### config.mk
export PLATFORM = sky130hd
export DESIGN_NAME = pc_gen_multi
export DESIGN_NICKNAME = d
export VERILOG_FILES = /design/src/rtl/pc_gen_multi.sv
export SDC_FILE = /design/constraint.sdc
export NUM_CORES = 1
export LEC_CHECK = 0
export BUFFER_PORTS_ARGS = -buffer_cell sky130_fd_sc_hd__buf_2
export CORE_MARGIN = 8
export CORE_UTILIZATION = 48
export DETAILED_ROUTE_END_ITERATION = 12
export GPL_TIMING_DRIVEN = 0
export PLACE_DENSITY = 0.91
export SYNTH_ARGS = -nofsm -noshare
export SYNTH_HDL_FRONTEND = slang
export SYNTH_SLANG_ARGS = --single-unit
### constraint.sdc
create_clock -name clk_i -period 6.05 [get_ports clk_i]
set_input_delay 1.21 -clock clk_i [delete_from_list [all_inputs] [get_ports clk_i]]
set_output_delay 1.21 -clock clk_i [all_outputs]
set_load 0.01 [all_outputs]
### src/rtl/pc_gen_multi.sv
// pc_gen_multi: fetch-block PC generator with per-slot mask; optional return-address stack under LEN5_PCGEN_RAS_EN.
// Latency: next PC registered (1 cycle); backpressure: pc_o held while valid_o && !ready_i, redirects still apply.
module pc_gen_multi #(
  parameter int              XLEN      = 64,
  parameter int              ILEN      = 32,
  parameter int              FETCH_W   = 2,
  parameter logic [XLEN-1:0] BOOT_PC   = '0,
  parameter int              RAS_DEPTH = 4,
  localparam int             SLOT_W    = (FETCH_W > 1) ? $clog2(FETCH_W) : 1
) (
  input  logic               clk_i,
  input  logic               rst_i,
  input  logic               except_i,
  input  logic [XLEN-1:0]    except_pc_i,
  input  logic               res_valid_i,
  input  logic               res_mispredict_i,
  input  logic               res_taken_i,
  input  logic [XLEN-1:0]    res_pc_i,
  input  logic [XLEN-1:0]    res_target_i,
  input  logic               pred_taken_i,
  input  logic [SLOT_W-1:0]  pred_slot_i,
  input  logic [XLEN-1:0]    pred_target_i,
  input  logic               pred_call_i,
  input  logic               pred_ret_i,
  input  logic               ready_i,
  output logic               valid_o,
  output logic [XLEN-1:0]    pc_o,
  output logic [FETCH_W-1:0] slot_mask_o
);

  localparam int IB     = ILEN / 8;
  localparam int BYTE_W = $clog2(IB);
  localparam int OFF_W  = $clog2(FETCH_W);
  localparam int BLK    = FETCH_W * IB;

  typedef enum logic {BOOT, RUN} state_t;

  state_t            state_q, state_d;
  logic [XLEN-1:0]   pc_q, pc_d;
  logic [XLEN-1:0]   base;
  logic [SLOT_W-1:0] off;
  logic              fire;
  logic              mispr;
  logic              pred_vld;
  logic [XLEN-1:0]   pred_tgt;

  if (FETCH_W > 1) begin : g_off
    assign off = pc_q[OFF_W+BYTE_W-1:BYTE_W];
  end else begin : g_off_single
    assign off = '0;
  end

  assign base     = pc_q & ~XLEN'(BLK - 1);
  assign fire     = valid_o && ready_i;
  assign mispr    = res_valid_i && res_mispredict_i;
  // Predictions pointing before the entry slot belong to an already-skipped instruction
  assign pred_vld = pred_taken_i && (pred_slot_i >= off);

`ifdef LEN5_PCGEN_RAS_EN
  localparam int PTR_W = (RAS_DEPTH > 1) ? $clog2(RAS_DEPTH) : 1;
  localparam int CNT_W = $clog2(RAS_DEPTH + 1);

  logic [XLEN-1:0]  ras_q [RAS_DEPTH];
  logic [PTR_W-1:0] ras_ptr_q, ptr_inc, ptr_dec;
  logic [CNT_W-1:0] ras_cnt_q;
  logic             ras_upd, do_pop, do_push;
  logic [XLEN-1:0]  ret_addr;

  assign ptr_inc  = (ras_ptr_q == PTR_W'(RAS_DEPTH - 1)) ? '0 : ras_ptr_q + PTR_W'(1);
  assign ptr_dec  = (ras_ptr_q == '0) ? PTR_W'(RAS_DEPTH - 1) : ras_ptr_q - PTR_W'(1);
  assign ras_upd  = fire && pred_vld && !except_i && !mispr;
  assign do_pop   = ras_upd && pred_ret_i && (ras_cnt_q != '0);
  assign do_push  = ras_upd && pred_call_i;
  assign ret_addr = base + (XLEN'(pred_slot_i) + XLEN'(1)) * XLEN'(IB);
  assign pred_tgt = (pred_ret_i && ras_cnt_q != '0) ? ras_q[ptr_dec] : pred_target_i;

  always_ff @(posedge clk_i) begin
    if (rst_i) begin
      ras_ptr_q <= '0;
      ras_cnt_q <= '0;
    end else if (do_pop && !do_push) begin
      ras_ptr_q <= ptr_dec;
      ras_cnt_q <= ras_cnt_q - CNT_W'(1);
    end else if (do_push && !do_pop) begin
      ras_ptr_q <= ptr_inc;
      if (ras_cnt_q != CNT_W'(RAS_DEPTH)) ras_cnt_q <= ras_cnt_q + CNT_W'(1);
    end
  end

  // Pop+push replaces the top in place; a full stack overwrites its oldest slot
  always_ff @(posedge clk_i) begin
    if (do_push && do_pop) ras_q[ptr_dec] <= ret_addr;
    else if (do_push)      ras_q[ras_ptr_q] <= ret_addr;
  end
`else
  logic unused_ras;
  assign unused_ras = pred_call_i ^ pred_ret_i ^ (RAS_DEPTH > 0);
  assign pred_tgt   = pred_target_i;
`endif

  always_ff @(posedge clk_i) begin
    if (rst_i) begin
      state_q <= BOOT;
      pc_q    <= BOOT_PC;
    end else begin
      state_q <= state_d;
      pc_q    <= pc_d;
    end
  end

  always_comb begin
    state_d = RUN;
  end

  always_comb begin
    valid_o = (state_q == RUN);
  end

  always_comb begin
    pc_d = pc_q;
    if (except_i)             pc_d = except_pc_i;
    else if (mispr)           pc_d = res_taken_i ? res_target_i : res_pc_i + XLEN'(IB);
    else if (fire && pred_vld) pc_d = pred_tgt;
    else if (fire)            pc_d = base + XLEN'(BLK);
  end

  assign pc_o = pc_q;

  always_comb begin
    slot_mask_o = '0;
    for (int i = 0; i < FETCH_W; i++) begin
      slot_mask_o[i] = valid_o && (SLOT_W'(i) >= off) && (!pred_vld || SLOT_W'(i) <= pred_slot_i);
    end
  end

endmodule

Word level (Yosys, flattened, before mapping)
Index checks and enable logic that the tools add are counted.
- register bits after elaboration: 65
- logic and storage cells: 27
- output and inout port bits: 67
- bits of input ports: 267
- multiplexer cells: 6
- add/subtract/negate cells: 2
- $lt $le $gt $ge: 5
- reduce and logical (&&, ||, !) cells: 12
- operators with widths (cell ; count):
    64-bit 2-to-1 mux ; 5
    64-bit by 3-bit adder with 64-bit output, second input constant ; 1
    64-bit by 4-bit adder with 64-bit output, second input constant ; 1
    1-bit logical AND ; 8
    4-bit nonzero test ; 1
    1-bit >= comparator, first input constant ; 2
    1-bit less-or-equal comparator, first input constant ; 2
    1-bit logical OR ; 2
    1-bit >= comparator ; 1
    1-bit zero test ; 1
    1-bit 2-to-1 mux ; 1

Depth between registers and ports, before layout
Gate-level depths: netlist (run 1).
- word-level depth: 6
- gate-level depth with buffers: 9
- gate-level depth less buffers: 8

Least setup slack after synthesis (run 1)
OpenSTA, ideal clock, no wires.
- kind: input port to flip-flop
- from: input res_pc_i[2]
- to: register pc_q[42] (netlist: pc_o[42])
- buffers on the path: 1
- data arrival time: 2.910 ns
- stages on the path: 9
- library setup time: 0.083 ns
- data required time: 5.967 ns
- slack: 3.057 ns
- cell sequence: ha_1 > and3_1 > and2_1 > buf_2 > nand4_1 > or3_1 > a31o_2 > o21a_1 > o221ai_1
- word-level cells in the longest chain between the ends: 4
- ends and longest elaborated chain (item ; RTL line ; text):
    from (decl) ; 18 ; input logic [XLEN-1:0] res_pc_i,
    64-bit by 3-bit adder with 64-bit output ; 122 ; else if (mispr) pc_d = res_taken_i ? res_target_i : res_pc_i + XLEN'(IB);
    64-bit 2-to-1 mux (2 in series) ; 122 ;
    64-bit 2-to-1 mux ; 121 ; if (except_i) pc_d = except_pc_i;
    to (signal assigned) ; 107 ; pc_q <= pc_d;
    to (decl) ; 39 ; logic [XLEN-1:0] pc_q, pc_d;
No other way between the ends.
A chain may end at the register's enable or synchronous reset.

Final worst setup path (run 1)
- from: input ready_i
- to: register pc_q[22] (netlist: pc_o[22])
- word-level cells in the longest chain between the ends: 5
- elaborated cells on any way between the ends: 6
- classes of those cells: mux (3); reduce/logical (3)
- ends and longest elaborated chain (item ; RTL line ; text):
    from (decl) ; 25 ; input logic ready_i,
    1-bit logical AND (*) ; 54 ; assign fire = valid_o && ready_i;
    1-bit logical AND ; 123 ; else if (fire && pred_vld) pc_d = pred_tgt;
    64-bit 2-to-1 mux ; 123 ;
    64-bit 2-to-1 mux ; 122 ;
    64-bit 2-to-1 mux ; 121 ;
Mark *: on every way between the ends. The rest lies on a longest branch, timed or not.

==> flow_metrics.py, run 1 <==
metrics = {
    "clock_network": {
        "tritoncts": "done",
        "cts_resized": 0,
        "path_clk_slew_ns": 0.06,
        "numClockSinks": 65,
        "cts_buffers": 9,
        "ctsHoldBuffers": 0,
        "clock_path_buffers": 2,
        "ctsRootBufferMaster": "clkbuf_16",
        "postCtsSetupBuffers": 0,
        "h-tree-depth": 3,
        "clock_latency_ns": 0.36,
    },
    "critical_path": {
        "critPathMaxFanout": 10,
        "endpoint_kind": "flip-flop",
        "cp.arrival_ns": 4.14,
        "crit_chain": "buf_2, and2_1, clkbuf_1, nand3_1, clkbuf_1, clkbuf_1, a21oi_1, o21ai_0, a21oi_1",
        "max_stage_delay_ns": 0.70,
        "critical_path_class": "input port to flip-flop",
        "cp_slowest_cell": "clkbuf_1",
        "start_kind": "input port",
        "crit_top_cell": "clkbuf_1",
        "required_ns": 6.25,
    },
    "job": {
        "maxCapViolations": 0,
    },
    "floorplanning": {
        "io_pins": 334,
        "dieArea_sq_mm": 0.01878,
        "core_area_sq_mm": 0.01442,
        "start_util_pct": 48.77,
        "rows": 44,
        "die_h_um": 137.1,
        "die_x_um": 137.1,
    },
    "yosys": {
        "ys_ff_latch": 65,
        "synth_edf_count": 0,
        "synth_top_cell_area_share_pct": 18.50,
        "yosys-top-cells-area": "dfxtp_1 (18%), xnor2_1 (7.3%), nand2_1 (6.6%)",
        "synth_nets": 1299,
        "yosysUniqueCellTypes": 68,
        "yosysWarnings": 0,
        "yosysSeqAreaShare_pct": 18.50,
        "synthesis.instances": 1030,
        "netlist_area_sq_mm": 0.007034,
        "syn_area_per_cell_sq_um": 6.829,
        "ys.flop_type": "dfxtp_1",
        "ys_async_sr_fraction_pct": 0,
        "yosys.area.top_type": "dfxtp_1",
    },
    "timing": {
        "finalCritPeriodShare_pct": 65.11,
        "fin_skew_ns": 0.01278,
        "tns_ns": 0,
        "rsz0062_at_grt": "false",
        "min_period_ns": 3.939,
        "slew_headroom_pct": 31.82,
        "report.final.slew_viol_count": 0,
        "tightest_slew_ns": 1.014,
        "hold_viol_final": 0,
        "max_clock_freq_mhz": 253.9,
        "setup_viol": 0,
    },
    "grt": {
        "antenna_found_initial": 1,
        "grt_busiest_layer": "met2",
        "grt_pass1_vias": 9967,
        "use_met1_pct": 54.18,
        "grt_first_pass_wirelength_um": 61660,
        "grtUsageTotal_pct": 44.09,
        "grt_util_met3_pct": 17.69,
        "grt_max_degree": 13,
        "overflow": 0,
        "grt_use_met2_pct": 65.36,
    },
    "final_layout": {
        "layout-drive-gt1-share_pct": 27.15,
        "fillers": 1361,
        "postLayoutCoreUtil_pct": 64.15,
        "synthToLayoutAreaGrowth_pct": 31.54,
        "final_nets": 1638,
        "register_area_sq_mm": 0.001301,
        "multi_input_area_sq_mm": 0.005370,
    },
    "pwr": {
        "power_density_mw_per_mm2": 185.9,
        "p_seq_share_pct": 31.1,
        "p_total_w": 0.001720,
        "p_leak_nw": 3.779,
        "netSwitchingFraction_pct": 36.96,
        "power_switching_w": 0.0006358,
        "p_int_w": 0.001084,
        "vdd_drop_max_mv": 0.1471,
        "combPwrFrac_pct": 32.1,
        "p_clk_share_pct": 36.9,
    },
    "detailed_routing": {
        "drc_errors": 0,
        "vias": 10761,
        "firstDrtPassIters": 6,
        "ant_nets": 0,
        "dr.first_iter.drc_count": 1928,
        "wirelength_um": 43260,
        "vias_per_cell": 6.903,
        "wl_per_cell_um": 27.75,
    },
    "hold_path": {
        "min_path_type": "flip-flop to flip-flop",
    },
    "status": {
        "status": "complete, no violations",
    },
    "placed_design": {
        "io_buffers": 328,
        "dp_hpwl_um": 34560,
        "gp_congestion": 1.054,
    },
}
-- synthesized netlist by cell type, drive strengths merged (7+ instances only) --
cell	count
nand2	124
nor2	81
o21ai	79
nand3	73
dfxtp	65
a21oi	60
clkbuf	60
xnor2	59
nand4	44
nor3	42
xor2	40
o221ai	25
and3	21
nor4	21
o211ai	19
a211oi	18
a221oi	17
a31oi	17
buf	15
inv	14
and4	12
mux2i	11
o21a	10
and2	9
nand2b	8
or3	8
o22ai	7
or4	7
-- sequential cells by signal, summed over array words and instances (netlist names) --
| register | flops |
|---|---|
| valid_o | 1 |
| pc_o | 64 |
-- critical path: cells and delay by family --
kind | cells | cell delay (ns)
buffers and inverters | 4 | 1.61
AOI/OAI and AO/OA | 3 | 0.74
and+or+nand+nor | 2 | 0.56
-- power by group through the flow --
stage | clock network, W | logic [W] | registers (W)
final | 0.000634 | 0.000551 | 0.000534
after global routing | 0.000646 | 0.000574 | 0.000537
after CTS | 0.000622 | 0.000527 | 0.000529
after detailed placement | 0 | 0.000524 | 0.000539
after global placement | 0 | 0.000518 | 0.000537
after floorplan | 0 | 0.000239 | 0.000539
-- worst paths after layout --
path | to | cells after the start | slack (ns) | from
setup / recovery | pc_o[22]$_SDFFE_PP0P_ | 9 | 2.11 | ready_i
hold / removal | pc_o[59]$_SDFFE_PP0P_ | 2 | 0.53 | pc_o[59]$_SDFFE_PP0P_
setup reg to reg | pc_o[22]$_SDFFE_PP0P_ | 8 | 2.70 | valid_o$_DFF_P_
hold reg to reg | pc_o[59]$_SDFFE_PP0P_ | 2 | 0.53 | pc_o[59]$_SDFFE_PP0P_
-- per-layer routing --
metal | share of wire, % | wire, um
met2 | 42 | 18110
met5 | 0.030 | 13
met4 | 6.0 | 2602
met1 | 36 | 15450
met3 | 16 | 7084
-- layout make-up --
type | instances | area share, %
flip-flops and latches | 65 | 14.06
diodes | 1 | 0.02705
multi-input cells | 876 | 58.04
well taps | 184 | 2.488
plain buffers | 75 | 3.354
inverters | 14 | 0.5680
repair buffers | 328 | 17.74
clock buffers | 10 | 2.475
clock inverters | 6 | 1.244
-- through the flow --
step | hold WS (ns) | setup WS (ns) | std cells | area [sq um]
2_1_floorplan | 0.5109 | 3.057 | 1030 | 7034
3_3_place_gp | 0.4800 | 1.897 | 1542 | 8906
3_5_place_dp | 0.5107 | 2.024 | 1542 | 8906
4_1_cts | 0.5267 | 2.366 | 1558 | 9250
5_1_grt | 0.5473 | 2.139 | 1558 | 9250
6_report | 0.5264 | 2.111 | 1559 | 9253
-- kinds of logic after synthesis --
logic type	share of synthesized area (%)
AOI/OAI and AO/OA	28.35
xor gates and xnor gates	12.33
adders and majority gates	0.3557
buffers and inverters	5.158
DFF	18.50
muxes	2.046
and+or+nand+nor	33.26
-- cells in the final DEF (no fill, tap or decap), drive strengths merged, types with 10 or more instances in the layout --
master | synthesis | final
o211ai | 19 | 19
o21ai | 79 | 79
nor3 | 42 | 42
inv | 14 | 15
nor4 | 21 | 21
o221ai | 25 | 25
a221oi | 17 | 17
nand2 | 124 | 124
buf | 15 | 343
and3 | 21 | 21
nand3 | 73 | 73
clkbuf | 60 | 70
o21a | 10 | 10
mux2i | 11 | 11
nor2 | 81 | 81
xnor2 | 59 | 59
nand4 | 44 | 44
a31oi | 17 | 17
and4 | 12 | 12
a21oi | 60 | 60
xor2 | 40 | 40
a211oi | 18 | 18
dfxtp | 65 | 65
Note: power is estimated with default switching activity, not from simulation.
==> inputs of run 2 (changes only) <==
--- a/config.mk
+++ b/config.mk
@@ -7,10 +7,10 @@
 export LEC_CHECK = 0
 export BUFFER_PORTS_ARGS = -buffer_cell sky130_fd_sc_hd__buf_2
 export CORE_MARGIN = 8
-export CORE_UTILIZATION = 48
+export CORE_UTILIZATION = 44
 export DETAILED_ROUTE_END_ITERATION = 12
 export GPL_TIMING_DRIVEN = 0
-export PLACE_DENSITY = 0.91
+export PLACE_DENSITY = 0.88
 export SYNTH_ARGS = -nofsm -noshare
 export SYNTH_HDL_FRONTEND = slang
 export SYNTH_SLANG_ARGS = --single-unit
==> constraint.sdc (replaced) <==
create_clock -name clk_i -period 3.6 [get_ports clk_i]
set_input_delay 0.72 -clock clk_i [delete_from_list [all_inputs] [get_ports clk_i]]
set_output_delay 0.72 -clock clk_i [all_outputs]
set_load 0.01 [all_outputs]
==> flow_metrics.py, run 2 (synthesis results as in run 1) <==
metrics = {
    "timing": {
        "setup_viol": 0,
        "rsz0062_at_grt": "false",
        "tns_ns": 0,
        "tightest_slew_ns": 1.103,
        "setup_ws_ns": 0.3416,
        "hold_viol_final": 0,
        "finalCritPeriodShare_pct": 90.51,
        "slew_headroom_pct": 25.85,
        "fin_skew_ns": 0.008294,
        "report.final.slew_viol_count": 0,
        "min_period_ns": 3.258,
        "max_clock_freq_mhz": 306.9,
    },
    "clock_network": {
        "h-tree-depth": 3,
        "cts_buffers": 9,
        "cts_resized": 0,
        "ctsHoldBuffers": 0,
        "clock_latency_ns": 0.35,
        "ctsRootBufferMaster": "clkbuf_16",
        "postCtsSetupBuffers": 0,
        "path_clk_slew_ns": 0.06,
        "clock_path_buffers": 2,
        "numClockSinks": 65,
        "tritoncts": "done",
    },
    "final_layout": {
        "fin_cells": 1590,
        "mostFrequentLayoutCell": "buf_2",
        "largest_register_ffs": 64,
        "final_nets": 1638,
        "antenna_cells": 0,
        "layout_common_cells": "buf_2 (332), nand2_1 (124), nor2_1 (81)",
        "layout-drive-gt1-share_pct": 27.22,
        "synthToLayoutAreaGrowth_pct": 31.39,
    },
    "job": {
        "maxCapViolations": 0,
    },
    "placed_design": {
        "dp_hpwl_um": 34150,
        "place_inst": 1574,
        "gp_congestion": 1.046,
        "io_buffers": 328,
        "place_ws_ns": 0.1593,
    },
    "grt": {
        "grt_max_degree": 12,
        "grtUsageTotal_pct": 40.27,
        "grt_pass1_vias": 9997,
        "antenna_found_initial": 1,
        "grt_first_pass_wirelength_um": 61160,
        "overflow": 0,
    },
    "critical_path": {
        "cp.arrival_ns": 3.53,
        "critPathMaxFanout": 10,
        "crit_family": "buffers and inverters",
        "path_buf_inv": 4,
        "critical_path_class": "input port to flip-flop",
        "crit_chain": "buf_2, and2_1, clkbuf_1, nor2_1, nand2_1, clkbuf_1, clkbuf_1, o211ai_1, a21oi_1",
        "crit_top_cell": "clkbuf_1",
        "endpoint_kind": "flip-flop",
        "start_kind": "input port",
        "cp_slowest_cell": "clkbuf_1",
        "max_stage_delay_ns": 0.74,
        "required_ns": 3.88,
    },
    "pwr": {
        "vdd_drop_max_mv": 0.2172,
        "p_leak_nw": 3.764,
        "power_density_mw_per_mm2": 295.9,
        "p_total_w": 0.002735,
    },
    "detailed_routing": {
        "drc_errors": 0,
        "wirelength_um": 42730,
        "firstDrtPassIters": 6,
        "vias": 10505,
        "vias_per_cell": 6.607,
        "wl_per_cell_um": 26.87,
        "dr.first_iter.drc_count": 1443,
        "ant_nets": 0,
    },
    "floorplanning": {
        "io_pins": 334,
        "start_util_pct": 44.60,
        "dieArea_sq_mm": 0.02029,
        "core_area_sq_mm": 0.01577,
        "rows": 46,
        "die_h_um": 142.4,
        "die_x_um": 142.4,
    },
    "status": {
        "status": "complete, no violations",
    },
    "hold_path": {
        "min_path_type": "flip-flop to flip-flop",
    },
}
run 2: worst paths after layout:
path / startpoint / to / slack [ns] / depth (start not counted)
max reg2reg: valid_o$_DFF_P_ / pc_o[29]$_SDFFE_PP0P_ / 0.47 / 8
max: res_valid_i / pc_o[7]$_SDFFE_PP0P_ / 0.34 / 9
min: pc_o[1]$_SDFFE_PP0P_ / pc_o[1]$_SDFFE_PP0P_ / 0.51 / 2
min reg2reg: pc_o[1]$_SDFFE_PP0P_ / pc_o[1]$_SDFFE_PP0P_ / 0.51 / 2
run 2: per-layer routing:
metal  vias up  routed length (um)  track usage (%)
met1      4820               15740            49.42
met5         -                   0                0
met3       171                6313            13.79
met2       944               18550            61.77
li1       4570                   -                -
met4         0                2118            19.30
run 2: cell type report:
class                           instances  area, sq um
Buffer                                 75        310.3
Clock buffer                           10        239.0
Clock inverter                          6        57.56
Fill cell                            1591         6528
Inverter                               14        52.55
Multi-Input combinational cell        876         5370
Sequential cell                        65         1301
Tap cell                              216        270.3
Timing Repair Buffer                  328         1642
run 2: where the power goes:
| part | internal (W) | switching (W) |
|---|---|---|
| Clock | 0.000550 | 0.000370 |
| Sequential | 0.000785 | 0.000112 |
| Combinational | 0.000356 | 0.000561 |
run 2: per-stage QoR:
| step | instance area, sq um | hold slack (ns) | utilization [%] |
|---|---|---|---|
| 2_1_floorplan | 7034 | 0.5109 | - |
| 3_3_place_gp | 8946 | 0.4926 | 56.73 |
| 3_5_place_dp | 8946 | 0.5014 | 56.73 |
| 4_1_cts | 9243 | 0.5157 | 58.61 |
| 5_1_grt | 9243 | 0.5444 | 58.61 |
| 6_report | 9243 | 0.5140 | 58.61 |
run 2: worst register-to-register path: stages, from the launching register on:
cell and delay [ns]:
dfxtp_1 0.37, and2_1 0.14, clkbuf_1 0.31, nand3_1 0.53, clkbuf_1 0.38, clkbuf_1 0.41, o21ai_0 0.51, a21oi_1 0.10
o221a_2 0.26
==> inputs of run 3 (changes only) <==
--- a/config.mk
+++ b/config.mk
@@ -9,7 +9,6 @@
 export CORE_MARGIN = 8
 export CORE_UTILIZATION = 44
 export DETAILED_ROUTE_END_ITERATION = 12
-export GPL_TIMING_DRIVEN = 0
 export PLACE_DENSITY = 0.88
 export SYNTH_ARGS = -nofsm -noshare
 export SYNTH_HDL_FRONTEND = slang
==> flow_metrics.py, run 3 (synthesis results as in run 1) <==
metrics = {
    "detailed_routing": {
        "vias": 9917,
        "vias_per_cell": 6.402,
        "dr.first_iter.drc_count": 1154,
        "wirelength_um": 36720,
        "drc_errors": 0,
        "wl_per_cell_um": 23.71,
        "ant_nets": 0,
        "firstDrtPassIters": 7,
    },
    "critical_path": {
        "crit_chain": "and4_1, nand4_4, or3_1, nor4_1, xnor2_1, nor3_1, or3_1",
        "cp.arrival_ns": 3.08,
        "endpoint_kind": "flip-flop",
        "critical_path_class": "flip-flop to flip-flop",
        "reg2reg_to": "pc_o[63]$_SDFFE_PP0P_",
        "cp_slowest_cell": "or3_1",
        "rrSetupSlack_ns": 0.74,
        "required_ns": 3.82,
        "r2r-start": "pc_o[11]$_SDFFE_PP0P_",
        "crit_top_cell": "or3_1",
        "max_stage_delay_ns": 0.58,
        "rr_worst_depth": 7,
        "critPathMaxFanout": 10,
        "start_kind": "flip-flop",
    },
    "placed_design": {
        "dp_hpwl_um": 29050,
        "place_ws_ns": 0.4925,
        "gp_congestion": 0.9866,
        "placed_area_sq_mm": 0.008900,
        "io_buffers": 331,
    },
    "grt": {
        "grt_max_degree": 77,
        "grtUsageTotal_pct": 34.37,
        "grt_first_pass_wirelength_um": 54210,
        "grt_pass1_vias": 9415,
        "antenna_found_initial": 1,
        "overflow": 0,
    },
    "final_layout": {
        "postLayoutCoreUtil_pct": 58.47,
        "fin_area_sq_mm": 0.009221,
        "mostFrequentLayoutCell": "buf_2",
        "multi_input_area_sq_mm": 0.005381,
        "synthToLayoutAreaGrowth_pct": 31.09,
        "layout-drive-gt1-share_pct": 30.11,
        "fillers": 1600,
        "layout_common_cells": "buf_2 (331), nand2_1 (124), nor2_1 (81)",
        "register_area_sq_mm": 0.001301,
        "largest_register_ffs": 64,
        "final_nets": 1596,
    },
    "timing": {
        "rsz0062_at_grt": "false",
        "setup_viol": 0,
        "tns_ns": 0,
        "fin_skew_ns": 0.009387,
        "max_clock_freq_mhz": 350.0,
        "slew_headroom_pct": 35.20,
        "setup_ws_ns": 0.7426,
        "finalCritPeriodShare_pct": 79.37,
        "report.final.slew_viol_count": 0,
        "holdWs_ns": 0.5157,
        "hold_viol_final": 0,
        "min_period_ns": 2.857,
        "tightest_slew_ns": 0.9684,
    },
    "job": {
        "maxCapViolations": 0,
    },
    "clock_network": {
        "path_clk_slew_ns": 0.06,
        "cts_buffers": 9,
        "h-tree-depth": 3,
        "clock_latency_ns": 0.34,
        "tritoncts": "done",
        "cts_resized": 0,
        "ctsRootBufferMaster": "clkbuf_16",
        "numClockSinks": 65,
        "postCtsSetupBuffers": 0,
        "clock_path_buffers": 2,
        "ctsHoldBuffers": 0,
    },
    "floorplanning": {
        "core_area_sq_mm": 0.01577,
        "die_h_um": 142.4,
        "io_pins": 334,
        "rows": 46,
        "start_util_pct": 44.60,
        "dieArea_sq_mm": 0.02029,
        "die_x_um": 142.4,
    },
    "hold_path": {
        "min_to": "pc_o[1]$_SDFFE_PP0P_",
        "min_path_type": "flip-flop to flip-flop",
        "hold-path-cell-count": 2,
        "hold_start": "pc_o[1]$_SDFFE_PP0P_",
    },
    "status": {
        "status": "complete, no violations",
    },
    "pwr": {
        "power_density_mw_per_mm2": 295.1,
        "p_leak_nw": 3.810,
        "vdd_drop_max_mv": 0.2044,
    },
}
-- run 3: area by class of cell --
type	instances	share of cell area, %
Multi-Input combinational cell	876	58.36
Antenna cell	1	0.02714
Timing Repair Buffer	361	20.54
Inverter	14	0.5699
Clock inverter	7	1.018
Sequential cell	65	14.11
Clock buffer	9	2.442
Tap cell	216	2.931
-- run 3: worst max path at each step --
stage | startpoint | to | slack [ns]
4_1_cts | pc_o[11]$_SDFFE_PP0P_ | pc_o[63]$_SDFFE_PP0P_ | 0.79
5_1_grt | res_pc_i[14] | pc_o[56]$_SDFFE_PP0P_ | 0.59
3_5_place_dp | res_pc_i[14] | pc_o[56]$_SDFFE_PP0P_ | 0.49
6_report | pc_o[11]$_SDFFE_PP0P_ | pc_o[63]$_SDFFE_PP0P_ | 0.74
3_3_place_gp | res_pc_i[10] | pc_o[56]$_SDFFE_PP0P_ | 0.47
2_1_floorplan | res_pc_i[2] | pc_o[42]$_SDFFE_PP0P_ | 1.10
-- run 3: power breakdown --
part / leakage, nW / switching [W] / internal (W)
Clock: 0.152 / 0.000360 / 0.000606
Sequential: 0.540 / 0.000116 / 0.000785
Combinational: 3.12 / 0.000496 / 0.000357
Total: 3.81 / 0.000972 / 0.00175
-- run 3: layer usage --
metal,GRT usage (%),share of wire (%),vias up
met5,0,0,-
met4,14.49,4.4,0
met3,10.30,14,116
met2,52.91,44,763
met1,43.65,38,4568
li1,-,-,4470
-- run 3: through the flow --
step	cells	power [W]
finish	1549	0.002721
global route	1549	0.002814
CTS	1548	0.002693
detailed placement	1532	0.001739
global placement	1532	0.001726
floorplan	1030	0.001308
-- run 3: critical path: cells and delay by family (launching register included) --
kind          cells  cell delay (ns)
simple gates      6             2.03
flops             1             0.52
xor+xnor          1             0.17
